**src/rtl/uart_rx_pkg.sv**
```systemverilog
// ---------------------------------------------------------------------------
// uart_rx_pkg
// Shared types and constants for the 8N1 UART receiver.
//   uart_rx_state_e : receiver FSM state encoding (also exported for debug)
//   OVERSAMPLE      : ticks per bit period
//   MID_SAMPLE      : ticks from start-bit edge to mid start bit
//   DATA_BITS       : payload bits per frame
// ---------------------------------------------------------------------------
package uart_rx_pkg;

    typedef enum logic [1:0] {
        ST_IDLE  = 2'd0,
        ST_START = 2'd1,
        ST_DATA  = 2'd2,
        ST_STOP  = 2'd3
    } uart_rx_state_e;

    localparam int OVERSAMPLE = 16;
    localparam int MID_SAMPLE = 8;
    localparam int DATA_BITS  = 8;

    // Counter compare values, sized for the 4-bit oversample counter and
    // the 3-bit bit index.
    localparam logic [3:0] LAST_OS_TICK = 4'(OVERSAMPLE - 1);
    localparam logic [3:0] MID_OS_TICK  = 4'(MID_SAMPLE - 1);
    localparam logic [2:0] LAST_BIT     = 3'(DATA_BITS - 1);

endpackage

```
**src/rtl/uart_baud_tick.sv**
```systemverilog
// ---------------------------------------------------------------------------
// uart_baud_tick
// Oversample tick generator. A 32-bit counter runs 0..div and emits a
// one-clock tick on the div count, then wraps to 0. div = 0 ticks every
// clock. The divider value is captured at the start of each period, so a
// change on div_i takes effect at the next wrap.
// Ports:
//   clk_i   : clock (rising edge)
//   rst_i   : synchronous active-high reset
//   clken_i : enable; 0 holds the counter cleared and suppresses ticks
//   div_i   : divider (one tick every div_i+1 clocks)
//   tick_o  : one-clock oversample tick
// ---------------------------------------------------------------------------
module uart_baud_tick (
    input  logic        clk_i,
    input  logic        rst_i,
    input  logic        clken_i,
    input  logic [31:0] div_i,
    output logic        tick_o
);

    logic [31:0] cnt_q, cnt_d;
    logic [31:0] div_q, div_d;
    logic [31:0] lim;

    always_comb begin
        // At count 0 a fresh period begins: take the live divider. Inside a
        // period keep comparing against the value captured at its start.
        lim    = (cnt_q == 32'd0) ? div_i : div_q;
        cnt_d  = cnt_q;
        div_d  = div_q;
        tick_o = 1'b0;
        if (!clken_i) begin
            cnt_d = 32'd0;
        end else begin
            div_d = lim;
            if (cnt_q == lim) begin
                tick_o = 1'b1;
                cnt_d  = 32'd0;
            end else begin
                cnt_d = cnt_q + 32'd1;
            end
        end
    end

    always_ff @(posedge clk_i) begin
        if (rst_i) begin
            cnt_q <= 32'd0;
            div_q <= 32'd0;
        end else begin
            cnt_q <= cnt_d;
            div_q <= div_d;
        end
    end

endmodule

```
**src/rtl/uart_receiver.sv**
```systemverilog
// ---------------------------------------------------------------------------
// uart_receiver
// 8N1 UART receiver with 16x oversampling and a programmable baud divider.
// Each good frame is delivered on data with a sticky rdy flag.
//
// Handshake: rdy rises in the clock the stop bit is accepted and data is
// updated in that same clock. rdy stays high until the consumer pulses
// rdy_clr for one clock; it then drops on the next edge. A byte completing
// in the same clock as rdy_clr wins (rdy stays 1, data takes the new byte).
// A byte arriving while rdy is already set overwrites data (no overrun flag).
//
// Parameters:
//   p_ext_clk    : 0 = divider is p_def_scaler, 1 = divider is scaler port
//   p_def_scaler : fixed divider used when p_ext_clk = 0
// Ports:
//   clk_50m : system clock (rising edge)
//   rst     : synchronous active-high reset
//   clken   : receiver enable; 0 aborts any frame and forces IDLE
//   rx      : serial input, idle high
//   scaler  : oversample divider (one tick every scaler+1 clocks)
//   rdy_clr : one-clock pulse clears rdy
//   rdy     : byte available (sticky)
//   data    : last received byte
//   state_o : current FSM state (debug visibility)
// Build option:
//   UART_RX_SYNC_EN : when defined, rx goes through a 2-flop synchroniser
//                     (reset to 1) before the FSM, adding 2 clocks of latency.
// ---------------------------------------------------------------------------
module uart_receiver
    import uart_rx_pkg::*;
#(
    parameter int          p_ext_clk    = 0,
    parameter int unsigned p_def_scaler = 26
) (
    input  logic        clk_50m,
    input  logic        rst,
    input  logic        clken,
    input  logic        rx,
    input  logic [31:0] scaler,
    input  logic        rdy_clr,
    output logic        rdy,
    output logic [7:0]  data,
    output logic [1:0]  state_o
);

    localparam logic [31:0] DEF_DIV = 32'(p_def_scaler);

    logic [31:0] div;
    logic        tick;
    logic        rx_s;

    assign div = (p_ext_clk != 0) ? scaler : DEF_DIV;

    uart_baud_tick u_baud_tick (
        .clk_i   (clk_50m),
        .rst_i   (rst),
        .clken_i (clken),
        .div_i   (div),
        .tick_o  (tick)
    );

`ifdef UART_RX_SYNC_EN
    logic [1:0] sync_q;

    // Reset to the idle level so leaving reset never looks like a start bit.
    always_ff @(posedge clk_50m) begin
        if (rst) begin
            sync_q <= 2'b11;
        end else begin
            sync_q <= {sync_q[0], rx};
        end
    end

    assign rx_s = sync_q[1];
`else
    assign rx_s = rx;
`endif

    uart_rx_state_e state_q, state_d;
    logic [3:0]     os_cnt_q, os_cnt_d;
    logic [2:0]     bit_idx_q, bit_idx_d;
    logic [7:0]     shift_q, shift_d;
    logic           rdy_q, rdy_d;
    logic [7:0]     data_q, data_d;
    logic           byte_done;

    always_comb begin
        state_d   = state_q;
        os_cnt_d  = os_cnt_q;
        bit_idx_d = bit_idx_q;
        shift_d   = shift_q;
        rdy_d     = rdy_q;
        data_d    = data_q;
        byte_done = 1'b0;

        if (!clken) begin
            state_d   = ST_IDLE;
            os_cnt_d  = 4'd0;
            bit_idx_d = 3'd0;
        end else if (tick) begin
            case (state_q)
                ST_IDLE: begin
                    if (!rx_s) begin
                        state_d  = ST_START;
                        os_cnt_d = 4'd0;
                    end
                end
                ST_START: begin
                    // Re-check the line at mid start bit to reject glitches.
                    if (os_cnt_q == MID_OS_TICK) begin
                        os_cnt_d  = 4'd0;
                        bit_idx_d = 3'd0;
                        state_d   = rx_s ? ST_IDLE : ST_DATA;
                    end else begin
                        os_cnt_d = os_cnt_q + 4'd1;
                    end
                end
                ST_DATA: begin
                    // Sampling one full bit period after mid start keeps
                    // every data sample centred in its bit.
                    if (os_cnt_q == LAST_OS_TICK) begin
                        os_cnt_d           = 4'd0;
                        shift_d[bit_idx_q] = rx_s;
                        if (bit_idx_q == LAST_BIT) begin
                            state_d = ST_STOP;
                        end else begin
                            bit_idx_d = bit_idx_q + 3'd1;
                        end
                    end else begin
                        os_cnt_d = os_cnt_q + 4'd1;
                    end
                end
                ST_STOP: begin
                    // A low stop bit is a framing error: drop the byte.
                    if (os_cnt_q == LAST_OS_TICK) begin
                        os_cnt_d  = 4'd0;
                        state_d   = ST_IDLE;
                        byte_done = rx_s;
                    end else begin
                        os_cnt_d = os_cnt_q + 4'd1;
                    end
                end
                default: state_d = ST_IDLE;
            endcase
        end

        // A completing byte takes priority over a simultaneous clear.
        if (byte_done) begin
            rdy_d  = 1'b1;
            data_d = shift_q;
        end else if (rdy_clr) begin
            rdy_d = 1'b0;
        end
    end

    always_ff @(posedge clk_50m) begin
        if (rst) begin
            state_q   <= ST_IDLE;
            os_cnt_q  <= 4'd0;
            bit_idx_q <= 3'd0;
            shift_q   <= 8'h00;
            rdy_q     <= 1'b0;
            data_q    <= 8'h00;
        end else begin
            state_q   <= state_d;
            os_cnt_q  <= os_cnt_d;
            bit_idx_q <= bit_idx_d;
            shift_q   <= shift_d;
            rdy_q     <= rdy_d;
            data_q    <= data_d;
        end
    end

    assign rdy     = rdy_q;
    assign data    = data_q;
    assign state_o = state_q;

endmodule

```
**config.mk**
```make
export PLATFORM = sky130hd
export DESIGN_NAME = uart_receiver
export DESIGN_NICKNAME = d
export VERILOG_FILES = /design/src/rtl/uart_rx_pkg.sv /design/src/rtl/uart_baud_tick.sv /design/src/rtl/uart_receiver.sv
export SDC_FILE = /design/constraint.sdc
export NUM_CORES = 1
export LEC_CHECK = 0
export ABC_AREA = 1
export CAP_MARGIN = 5
export CELL_PAD_IN_SITES_DETAIL_PLACEMENT = 1
export CELL_PAD_IN_SITES_GLOBAL_PLACEMENT = 1
export CORE_MARGIN = 3
export CORE_UTILIZATION = 49
export CTS_CLUSTER_DIAMETER = 150
export CTS_CLUSTER_SIZE = 24
export DETAILED_ROUTE_END_ITERATION = 12
export DONT_BUFFER_PORTS = 1
export PLACE_DENSITY = 0.89
export SETUP_SLACK_MARGIN = 0.02
export SLEW_MARGIN = 20
export SYNTH_ARGS = -nofsm -noshare
export SYNTH_HDL_FRONTEND = slang
export SYNTH_SLANG_ARGS = --single-unit
```
**constraint.sdc**
```tcl
create_clock -name clk_50m -period 4.45 [get_ports clk_50m]
set_input_delay 0.445 -clock clk_50m [delete_from_list [all_inputs] [get_ports clk_50m]]
set_output_delay 0.445 -clock clk_50m [all_outputs]
set_load 0.005 [all_outputs]
```
=== Word-level counts from Yosys, hierarchy flattened ===
Cells that the tools add are included.

* Register bits after elaboration: 90
* Bits in latches: 0
* Memory bits (writable): 0
* Memory bits (read-only): 0
* Output and inout bits: 11
* Word-level logic and storage cells: 66
* Memories: 0

* Add/sub/neg operators: 3
* Multipliers: 0
* Div/mod/pow operators: 0
* Magnitude comparators: 2
* Equal/unequal tests: 13
* Shift operators: 0
* Muxes and demuxes: 27
* Bitwise gates (word level): 1
* Reduce and logical (&&, ||, !) cells: 12

{| class="wikitable"
|+ Operators with widths
! operator !! count
|-
| $add A32 B1 Y32 const B || 1
|-
| $eq A32 B32 Y1 || 1
|-
| $logic_not A32 Y1 || 1
|-
| $mux W32 || 1
|-
| $mux W2 || 6
|-
| $mux W4 || 3
|-
| $ne A2 B2 Y1 const B || 6
|-
| $pmux W4 S3 || 1
|-
| $mux W1 || 9
|-
| $mux W3 || 3
|-
| $bwmux W8 || 1
|-
| $pmux W2 S4 || 1
|-
| $pmux W3 S2 || 1
|-
| $reduce_and A6 Y1 || 1
|-
| $reduce_and A5 Y1 || 1
|-
| $add A4 B1 Y4 const B || 1
|-
| $eq A2 B2 Y1 const B || 2
|-
| $eq A4 B3 Y1 const B || 1
|-
| $eq A4 B4 Y1 const B || 1
|-
| $lt A3 B4 Y1 const B || 1
|-
| $reduce_and A4 Y1 || 1
|-
| $reduce_bool A2 Y1 || 2
|-
| $reduce_or A2 Y1 || 2
|-
| $add A3 B1 Y3 const B || 1
|-
| 9 further kinds || 9
|}

=== Depth between registers and ports, before layout ===
Gate-level depths: netlist of run 1.

* Word-level depth: 8
* Depth in mapped cells: 22

=== By module ===
From an unflattened synthesis of run 1, not the netlist that was laid out.

* Cells, all modules: 922
* Area total of the unflattened synthesis: 5650.4 um^2

{| class="wikitable"
|+ By module, submodules not included
! module !! times used !! cells an instance !! area each (um^2) !! seq. area each (um^2)
|-
| uart_baud_tick || 1 || 741 || 4365.4 || 1281.2
|-
| uart_receiver || 1 || 181 || 1285.0 || 520.5
|}

=== Worst setup path after synthesis of run 1 ===
No wires, ideal clock.

* Kind: reg2reg
* Start point: reg u_baud_tick.cnt_q[0]
* End point: reg data_q[0] (netlist: data[0])
* Arrival: 2244 ps
* Data required time: 4337 ps
* Setup slack: 2093 ps
* Stages on the path, launching flop included: 21
* Buffers on the path: 2
* Clock period less this slack: 2357 ps
* Path through: dfxtp_1 inv_1 ha_1 nand2_1 nor2_1 nand2_2 inv_2 nand2_4 buf_4 nand3_1 nand2_1 nand2_1 nor2_1 nand2_1 nor2_1 nand2_2 nor2_8 nand4_4 buf_6 nor2_1 nor2_1

* Longest elaborated chain between the ends: 7

{| class="wikitable"
|+ Ends and longest elaborated chain
! item !! RTL line !! text
|-
| from (decl) || uart_baud_tick.sv:22 || <nowiki>logic [31:0] cnt_q, cnt_d;</nowiki>
|-
| from (signal assigned) || uart_baud_tick.sv:51 || <nowiki>cnt_q <= cnt_d;</nowiki>
|-
| $logic_not A32 Y1 || uart_baud_tick.sv:29 || <nowiki>lim = (cnt_q == 32'd0) ? div_i : div_q;</nowiki>
|-
| $mux W32 || uart_baud_tick.sv:29 ||
|-
| $eq A32 B32 Y1 * || uart_baud_tick.sv:37 || <nowiki>if (cnt_q == lim) begin</nowiki>
|-
| $mux W1 * || uart_baud_tick.sv:37 ||
|-
| $mux W1 * || uart_baud_tick.sv:33 || <nowiki>if (!clken_i) begin</nowiki>
|-
| $mux W1 * || uart_receiver.sv:100 || <nowiki>end else if (tick) begin</nowiki>
|-
| $mux W1 * || uart_receiver.sv:96 || <nowiki>if (!clken) begin</nowiki>
|-
| to (signal assigned) || uart_receiver.sv:170 || <nowiki>data_q <= data_d;</nowiki>
|-
| to (decl) || uart_receiver.sv:84 || <nowiki>logic [7:0] data_q, data_d;</nowiki>
|}

Every way passes the cells marked *; elsewhere a longest branch is shown, timed or not.
A chain may end at the register's enable or synchronous reset.

=== Worst setup path after layout of run 1 ===
* Start point: reg u_baud_tick.cnt_q[0]
* End point: reg data_q[5] (netlist: data[5])

The elaborated chain is that of the path after synthesis.

==> flow_summary_export.csv, run 1 <==
group,metric,value,unit
run_status,outcome,"complete, no violations",
power,p_int,0.00114,W
clock_network,cts-root-buf,"clkbuf_8",
layout,layout_common_cells,"nand2_1, inv_1, dfxtp_1",
setup_path,end_kind,"flop",
timing,holdWs,0.137,ns
synth,synth_edf_count,0,
power,ir_drop,0.160,mV
global_route,grt_pass1_wl,21.3,mm
setup_path,required,4.76,ns
layout,syn_to_final_growth,5.30,%
route,vias_per_cell,5.60,
layout,n_antenna_cell,0,
timing,fmax,0.295,GHz
global_route,grt_util_all_layers,25.2,%
power,swShare,23.7,%
global_route,antenna_found_initial,0,
layout,seq_area,1800,um2
setup_path,startpoint_type,"flop",
route,post-route-drc-count,0,
layout,n_fill_cell,1229,
clock_network,htree_levels,3,
layout,multi_input_area,2300,um2
power,p_clk_share,41.8,%
setup_path,arrival,3.69,ns
layout,drive_above_1_share,5.29,%
layout,design_area,4840,um2
timing,fin_tns_setup,0,ns
route,postRouteAntennaNets,0,
synth,syn_area,4600,um2
timing,rsz0062_at_grt,"false",
power,seq_power_share,54.3,%
layout,layout_commonest_cell,"nand2_1",
layout,final_cell_count_no_fill,789,
placed_design,gp_congestion,0.860,
clock_network,clk_path_buf_depth,2,
clock_network,cts.sinks,90,
timing,drv_slew,0,
route,drtIter0Drc,156,
min_path,holdCritPathClass,"in2reg",
timing,tightest_slew,1.01,ns
floorplanning,start_util,51.5,%
setup_path,path_max_fanout,33,
synth,syn_nets,726,
placed_design,placed_area,4630,um2
clock_network,cts_tree,"built",
placed_design,dpl.cell_count,773,
power,power_density,308,nW/um2
synth,synth_cell_type_count,33,
synth,yosysWarnings,0,
placed_design,port_buffers,0,
power,p_sw,0.000355,W
timing,hold_viol_final,0,
floorplanning,die_w,103,um
clock_network,postCtsHoldBufs,0,
layout,fin_util,54.2,%
floorplanning,coreArea,8930,um2
clock_network,cts_setup_buffers,0,
floorplanning,ios,48,
route,dr.pass1.iters,4,
placed_design,dpl.hpwl,8.77,mm
clock_network,insertion_delay,0.36,ns
synth,synth-main-ff-cell,"dfxtp_1",
power,power.leakage,1.78,nW
floorplanning,num_rows,34,
power,power_frac_comb,3.9,%
synth,synth_seq_area_share,39.2,%
timing,slew_headroom,32.6,%
clock_network,post_cts_resized,0,
timing,setup_violations,0,
route,totalWireLength,12.7,mm
synth,synth_cells,684,
global_route,grt_pass1_vias,4574,
timing,period_needed,3.39,ns
floorplanning,dieArea,10600,um2
clock_network,numCtsBuffers,9,
synth,synthArstFlopShare,0,%
layout,nets,718,
run,maxCapViolCount,0,
setup_path,r2r_slack,1.06,ns
clock_network,clkTransAtPathRegs,0.10,ns
global_route,globalRouteOverflowTotal,0,
route,num_vias,4415,
synth,ys_ff_latch,90,
global_route,grt_max_degree,39,
setup_path,path_class,"reg2reg",
timing,timing.final.crit_share,76.1,%
timing,fin_skew,0.0117,ns
synth,syn_avg_cell_area,6.73,um2
floorplanning,die_y,103,um
route,routedWlPerCell,16.1,um
-- worst max-delay path, cell delays in order, from the launching register on --
cell and delay, ns:
dfxtp_1 0.44, inv_1 0.10, ha_1 0.23, nand2_1 0.10
nor2_1 0.07, nand2_2 0.16, inv_2 0.07, nand2_4 0.33
nand3_1 0.15, nand2_1 0.10, nand2_1 0.06, nor2_1 0.12
nand2_1 0.07, nor2_1 0.22, nand2_2 0.16, nor2_8 0.32
nand4_4 0.30, nand2_1 0.14, nand2_1 0.06, nor2_1 0.10
-- power groups by stage --
| stage | logic [W] | registers [W] | clock network [W] |
|---|---|---|---|
| floorplan | 0.0000524 | 0.000829 | 0 |
| global placement | 0.0000568 | 0.000829 | 0 |
| detailed placement | 0.0000594 | 0.000830 | 0 |
| CTS | 0.0000593 | 0.000811 | 0.000631 |
| global route | 0.0000650 | 0.000811 | 0.000665 |
| finish | 0.0000588 | 0.000811 | 0.000624 |
-- registers in the layout, summed over array words and instances, names as in the netlist, named ones only --
| name | count |
|---|---|
| bit_idx_q | 3 |
| u_baud_tick.div_q | 32 |
| os_cnt_q | 4 |
| u_baud_tick.cnt_q | 32 |
| shift_q | 8 |
| state_o | 1 |
| rdy | 1 |
| data | 8 |
-- layer usage --
layer / vias up / share of wire (%) / global-route usage (%)
met2: 53 / 52 / 46.2
met5: - / 0 / 0
met3: 25 / 2.3 / 3.86
li1: 2200 / - / -
met1: 2137 / 44 / 30.5
met4: 0 / 1.5 / 6.77
-- final timing paths --
check | start | end | cells past startpoint
hold reg to reg | shift_q[1] | shift_q[1] | 2
setup reg to reg | u_baud_tick.cnt_q[0] | data[5] | 19
hold / removal | rst | shift_q[6] | 1
setup / recovery | u_baud_tick.cnt_q[0] | data[5] | 19
-- cell families after synthesis --
logic type                 Yosys count  synth area share, %
AOI/OAI and AO/OA                   70                 7.75
DFF                                 90                 39.2
adders and majority gates            5                 1.36
and+or+nand+nor                    388                 39.0
buffers and inverters              122                 11.0
xor gates and xnor gates             9                 1.71
-- synthesized netlist by cell type, types with 2 or more instances --
cell	number	area, um2
buf_6	4	45.0
ha_1	5	62.6
a21oi_1	32	160
nand4_1	20	125
nor4_1	8	50.1
nand3_1	52	260
o21ai_0	17	85.1
nor3_1	52	260
xor2_1	9	78.8
dfxtp_1	90	1800
o21ai_1	19	95.1
nand3b_1	3	22.5
inv_1	94	353
buf_4	4	30.0
nor3b_1	7	52.6
clkinv_1	5	18.8
nor2_8	2	40.0
nand2_2	3	18.8
buf_2	2	10.0
nor3_2	2	20.0
or2_2	4	25.0
clkbuf_1	10	37.5
nand2_1	140	526
nor2_1	88	330
nor2_2	3	18.8
inv_2	2	7.51
-- final cells by class --
| type | count | area share [%] |
|---|---|---|
| Clock inverter | 6 | 1.86 |
| Multi-Input combinational cell | 472 | 47.4 |
| Inverter | 101 | 7.83 |
| Tap cell | 108 | 2.79 |
| Timing Repair Buffer | 2 | 0.310 |
| Sequential cell | 90 | 37.2 |
| Clock buffer | 10 | 2.63 |
-- metrics by stage --
| stage | setup slack, ns | power (W) |
|---|---|---|
| 2_1_floorplan | 2.09 | 0.000881 |
| 3_3_place_gp | 1.24 | 0.000886 |
| 3_5_place_dp | 1.09 | 0.000889 |
| 4_1_cts | 1.02 | 0.00150 |
| 5_1_grt | 0.792 | 0.00154 |
| 6_report | 1.06 | 0.00149 |
Power figures use the tool's default switching activity.
==> run 2, diff against run 1 <==
- CORE_UTILIZATION: 49 -> 41
- PLACE_DENSITY: 0.89 -> 0.8
- clock period: 4.45 -> 2.83 ns (I/O delays scaled with it)
==> run 2 against run 1 <==
  * Clock power rose by 76%
  * Critical path depth fell by 1
  * Clock skew barely moved
  * Critical path type unchanged
  * Sequential share of layout area fell by 4.4 points
  * Highest routed layer unchanged
  * Cell area rose by 14%
==> flow_summary_export.csv, run 2 (same netlist as run 1, synthesis figures left out) <==
group,metric,value,unit
run_status,outcome,"complete, no violations",
clock_network,cts.sinks,90,
timing,tightest_slew,0.771,ns
layout,top_regs,"u_baud_tick.cnt_q x32, u_baud_tick.div_q x32",
floorplanning,die_y,112,um
power,p_clk_share,43.6,%
global_route,antenna_found_initial,0,
power,power_density,458,nW/um2
layout,multi_input_area,2470,um2
run,maxCapViolCount,0,
setup_path,r2r_slack,0.10,ns
power,power_frac_comb,6.0,%
route,num_vias,4639,
timing,slew_headroom,48.4,%
timing,timing.final.crit_share,96.4,%
floorplanning,ios,48,
setup_path,required,3.15,ns
placed_design,gp_congestion,0.814,
timing,rsz0062_at_grt,"true",
power,power.leakage,2.10,nW
layout,layout_common_cells,"nand2_1, inv_1, dfxtp_1",
setup_path,end_kind,"flop",
global_route,grt_util_all_layers,22.4,%
timing,drv_slew,0,
floorplanning,start_util,42.3,%
power,seq_power_share,50.4,%
placed_design,dp_slack,-0.0549,ns
layout,seq_area,1810,um2
route,drtIter0Drc,235,
layout,fin_util,50.6,%
layout,drive_above_1_share,16.0,%
setup_path,startpoint_type,"flop",
timing,setup_violations,0,
placed_design,port_buffers,0,
power,p_int,0.00192,W
layout,n_antenna_cell,0,
power,p_sw,0.000606,W
clock_network,numCtsBuffers,9,
setup_path,r2r_cells,18,
global_route,grt_pass1_vias,4745,
timing,period_needed,2.73,ns
clock_network,clkTransAtPathRegs,0.10,ns
route,vias_per_cell,5.37,
power,ir_drop,0.372,mV
timing,layout_setup_ws,0.102,ns
clock_network,cts-root-buf,"clkbuf_8",
route,postRouteAntennaNets,0,
route,dr.pass1.iters,5,
placed_design,dpl.hpwl,9.64,mm
power,power,0.00252,W
floorplanning,coreArea,10900,um2
global_route,grt_pass1_wl,22.9,mm
layout,design_area,5510,um2
route,routedWlPerCell,16.1,um
clock_network,cts_tree,"built",
timing,fmax,0.367,GHz
layout,n_fill_cell,1421,
clock_network,insertion_delay,0.38,ns
layout,layout_commonest_cell,"nand2_1",
layout,nets,761,
clock_network,htree_levels,3,
route,totalWireLength,13.9,mm
timing,fin_skew,0.0122,ns
setup_path,path_max_fanout,8,
clock_network,clk_path_buf_depth,2,
global_route,globalRouteOverflowTotal,0,
global_route,grt_max_degree,37,
setup_path,path_class,"reg2reg",
placed_design,placed_area,5010,um2
setup_path,arrival,3.05,ns
route,post-route-drc-count,0,
floorplanning,die_w,112,um
layout,syn_to_final_growth,19.7,%
min_path,hold_depth,2,
floorplanning,num_rows,38,
min_path,holdCritPathClass,"in2reg",
timing,hold_viol_final,0,
floorplanning,dieArea,12500,um2
clock_network,cts_setup_buffers,0,
power,swShare,24.0,%
==> run 2: path summary, 6_finish.rpt <==
| kind | start | to |
|---|---|---|
| worst max-delay path | u_baud_tick.cnt_q[21] | data[3] |
| worst min-delay path | rx | shift_q[6] |
| worst max register to register | u_baud_tick.cnt_q[21] | data[3] |
| worst min register to register | u_baud_tick.div_q[16] | u_baud_tick.div_q[16] |
==> run 2: worst max-delay path, stage by stage, from the launching register on <==
cell	delay (ns)
dfxtp_1	0.36
nor2_2	0.17
nand2_1	0.09
nor2_2	0.11
nand2_2	0.12
nor2_8	0.20
buf_6	0.15
o21ai_1	0.06
nand2_1	0.08
nand2_1	0.08
nor2_1	0.11
nand2_1	0.10
nor2_4	0.19
nand2_4	0.09
nor2_8	0.24
nand4_4	0.20
nand2_1	0.15
nand2_1	0.06
nor2_1	0.10
==> run 2: stage by stage <==
step,TNS (ns),hold WS [ns],cells
after CTS,0,0.0518,862
after global placement,0,0.361,844
after floorplan,0,0.433,684
final,0,0.0672,864
after detailed placement,-0.0727,0.362,844
after global routing,-0.299,0.0623,864
==> run 2: power by group through the flow <==
stage                     Sequential, W  Combinational [W]  Clock, W
after global routing            0.00127           0.000162   0.00117
final                           0.00127           0.000150   0.00110
after detailed placement        0.00130           0.000126         0
after floorplan                 0.00130          0.0000824         0
after global placement          0.00130           0.000121         0
after CTS                       0.00127           0.000139   0.00112
==> run 2: final cells by class <==
class | instances | share of cell area (%)
multi-input combinational | 474 | 44.9
sequential | 90 | 32.8
timing repair buffer | 43 | 7.75
inverter | 101 | 6.93
tap | 140 | 3.18
clock buffer | 9 | 2.25
clock inverter | 7 | 2.25
==> run 2: repair_timing <==
action	CTS	global route
gates cloned	1	2
resized for setup	4	48
endpoints found under the setup margin	12	58
endpoints found under the hold margin	36	0
pin swaps	1	9
hold buffers	1	0
==> run 2: per-layer routing <==
metal | GRT usage (%) | vias to the layer above | share of wire (%) | routed length (um)
met5 | 0 | - | 0 | 0
met4 | 6.49 | 0 | 1.5 | 216
met3 | 5.33 | 19 | 4.2 | 584
met2 | 37.1 | 69 | 50 | 6990
met1 | 29.1 | 2264 | 44 | 6150
li1 | - | 2287 | - | -
==> run 3, diff against run 2 <==
- CELL_PAD_IN_SITES_DETAIL_PLACEMENT: 1 -> not set
- CELL_PAD_IN_SITES_GLOBAL_PLACEMENT: 1 -> not set
- CORE_UTILIZATION: 41 -> 50
- MAX_ROUTING_LAYER: not set -> met4
- PLACE_DENSITY: 0.8 -> 0.72
==> run 3 against run 2 <==
  * Hold slack better by 0.0020 ns
  * Sequential share of layout area up 1.1 points
  * Combinational power fell by 9%
  * First-iteration DRC count shrank 5.1%
  * Global-route usage down 0.73 points
  * Register-to-register slack gained 0.07 ns
  * Critical path type unchanged
==> flow_summary_export.csv, run 3 (same netlist as run 1, synthesis figures left out) <==
group,metric,value,unit
timing,hold_viol_final,0,
route,post-route-drc-count,0,
layout,top_regs,"u_baud_tick.cnt_q x32, u_baud_tick.div_q x32",
floorplanning,start_util,52.0,%
power,ir_drop,0.313,mV
clock_network,clkTransAtPathRegs,0.09,ns
floorplanning,die_w,102,um
clock_network,htree_levels,3,
clock_network,numCtsBuffers,9,
global_route,grt_pass1_wl,17.8,mm
route,totalWireLength,11.4,mm
placed_design,port_buffers,0,
power,power,0.00243,W
timing,holdWs,0.0692,ns
timing,setup_violations,0,
timing,period_needed,2.65,ns
layout,drive_above_1_share,12.2,%
clock_network,clk_path_buf_depth,2,
route,drtIter0Drc,223,
route,postRouteAntennaNets,0,
global_route,grt_util_all_layers,21.6,%
setup_path,required,3.09,ns
global_route,antenna_found_initial,0,
floorplanning,ios,48,
floorplanning,coreArea,8850,um2
timing,drv_slew,0,
setup_path,end_kind,"flop",
global_route,globalRouteOverflowTotal,0,
route,num_vias,4441,
layout,n_antenna_cell,0,
timing,tightest_slew,0.772,ns
timing,slew_headroom,48.3,%
run,maxCapViolCount,0,
setup_path,path_max_fanout,7,
floorplanning,dieArea,10400,um2
timing,fmax,0.377,GHz
route,dr.pass1.iters,5,
timing,fin_skew,0.0127,ns
clock_network,cts_tree,"built",
clock_network,insertion_delay,0.37,ns
placed_design,dpl.hpwl,7.29,mm
layout,nets,752,
clock_network,cts.sinks,90,
global_route,grt_max_degree,37,
floorplanning,num_rows,34,
min_path,holdCritPathClass,"in2reg",
layout,layout_common_cells,"nand2_1, inv_1, dfxtp_1",
floorplanning,die_y,102,um
setup_path,arrival,2.92,ns
route,vias_per_cell,5.40,
timing,timing.final.crit_share,93.8,%
layout,syn_to_final_growth,15.6,%
route,routedWlPerCell,13.9,um
layout,layout_commonest_cell,"nand2_1",
global_route,grt_pass1_vias,3864,
setup_path,path_class,"reg2reg",
setup_path,startpoint_type,"flop",
power,power.leakage,2.02,nW
placed_design,gp_congestion,0.892,
clock_network,cts-root-buf,"clkbuf_8",
power,power_density,457,nW/um2
run_status,outcome,"complete, no violations",
[run 3: cell count changes in the layout (fill, tap and decap cells not counted), moves of 5 or more]
| cell | before | now |
|---|---|---|
| nor2_2 | 14 | 8 |
| buf_4 | 33 | 26 |
| nor2_1 | 74 | 79 |
| nand2_1 | 132 | 138 |
| nand2_2 | 9 | 3 |
[run 3: metal layers]
layer  GRT usage, %  share of wire, %  up-vias
met4           4.54              0.87        0
met2           33.6                45      106
li1               -                 -     2281
met5              -                 0        -
met3           4.30               4.2       15
met1           29.5                50     2039
[run 3: worst paths after layout]
path / start / to / slack (ns) / depth (start not counted)
setup / recovery: u_baud_tick.cnt_q[26] / bit_idx_q[2] / 0.18 / 17
hold / removal: rdy_clr / rdy / 0.07 / 3
setup reg to reg: u_baud_tick.cnt_q[26] / bit_idx_q[2] / 0.18 / 17
hold reg to reg: u_baud_tick.div_q[29] / u_baud_tick.div_q[29] / 0.46 / 2
[run 3: critical path: stages, from the launching register on]
cell and delay, ns:
dfxtp_1 0.36, nor2_1 0.11, nand2_1 0.11, nor2_2 0.16, nand2_4 0.15, nor2_8 0.20, buf_4 0.18, o21ai_1 0.07
nand2_1 0.07, nand2_1 0.05, nor2_1 0.11, nand2_1 0.06, nor2_1 0.12, nand2_2 0.11, nor2_8 0.23, nand2_1 0.17
o21ai_0 0.20, a21oi_1 0.06
[run 3: power breakdown]
part | internal [W] | total (W) | switching, W
sequential | 0.00127 | 0.00127 | 0.00000334
clock | 0.000533 | 0.00102 | 0.000490
combinational | 0.0000410 | 0.000136 | 0.0000949
total | 0.00184 | 0.00243 | 0.000588
[run 3: area by class of cell]
class,count,area (um2)
multi-input combinational,477,2470
clock buffer,10,138
timing repair buffer,31,282
tap,108,135
clock inverter,6,95.1
inverter,101,389
sequential,90,1800
fill,836,3530
[run 3: metrics by stage]
stage / TNS (ns) / utilization, % / cell area, um2 / setup slack, ns / instances
floorplan: 0 / - / 4600 / 0.473 / 684
global placement: 0 / 54.6 / 4830 / 0.0707 / 799
detailed placement: 0 / 54.6 / 4830 / 0.0237 / 799
CTS: 0 / 57.6 / 5100 / 0.0491 / 816
global route: -0.0148 / 60.1 / 5320 / -0.00681 / 823
finish: 0 / 60.1 / 5320 / 0.176 / 823
[run 3: what timing repair did]
item / in CTS / in global routing
endpoints found under the setup margin: 2 / 58
resized for setup: 1 / 34
buffers inserted: 0 / 2
hold buffers: 1 / 0
pin swaps: 0 / 10
gates cloned: 0 / 5
endpoints found under the hold margin: 36 / 0
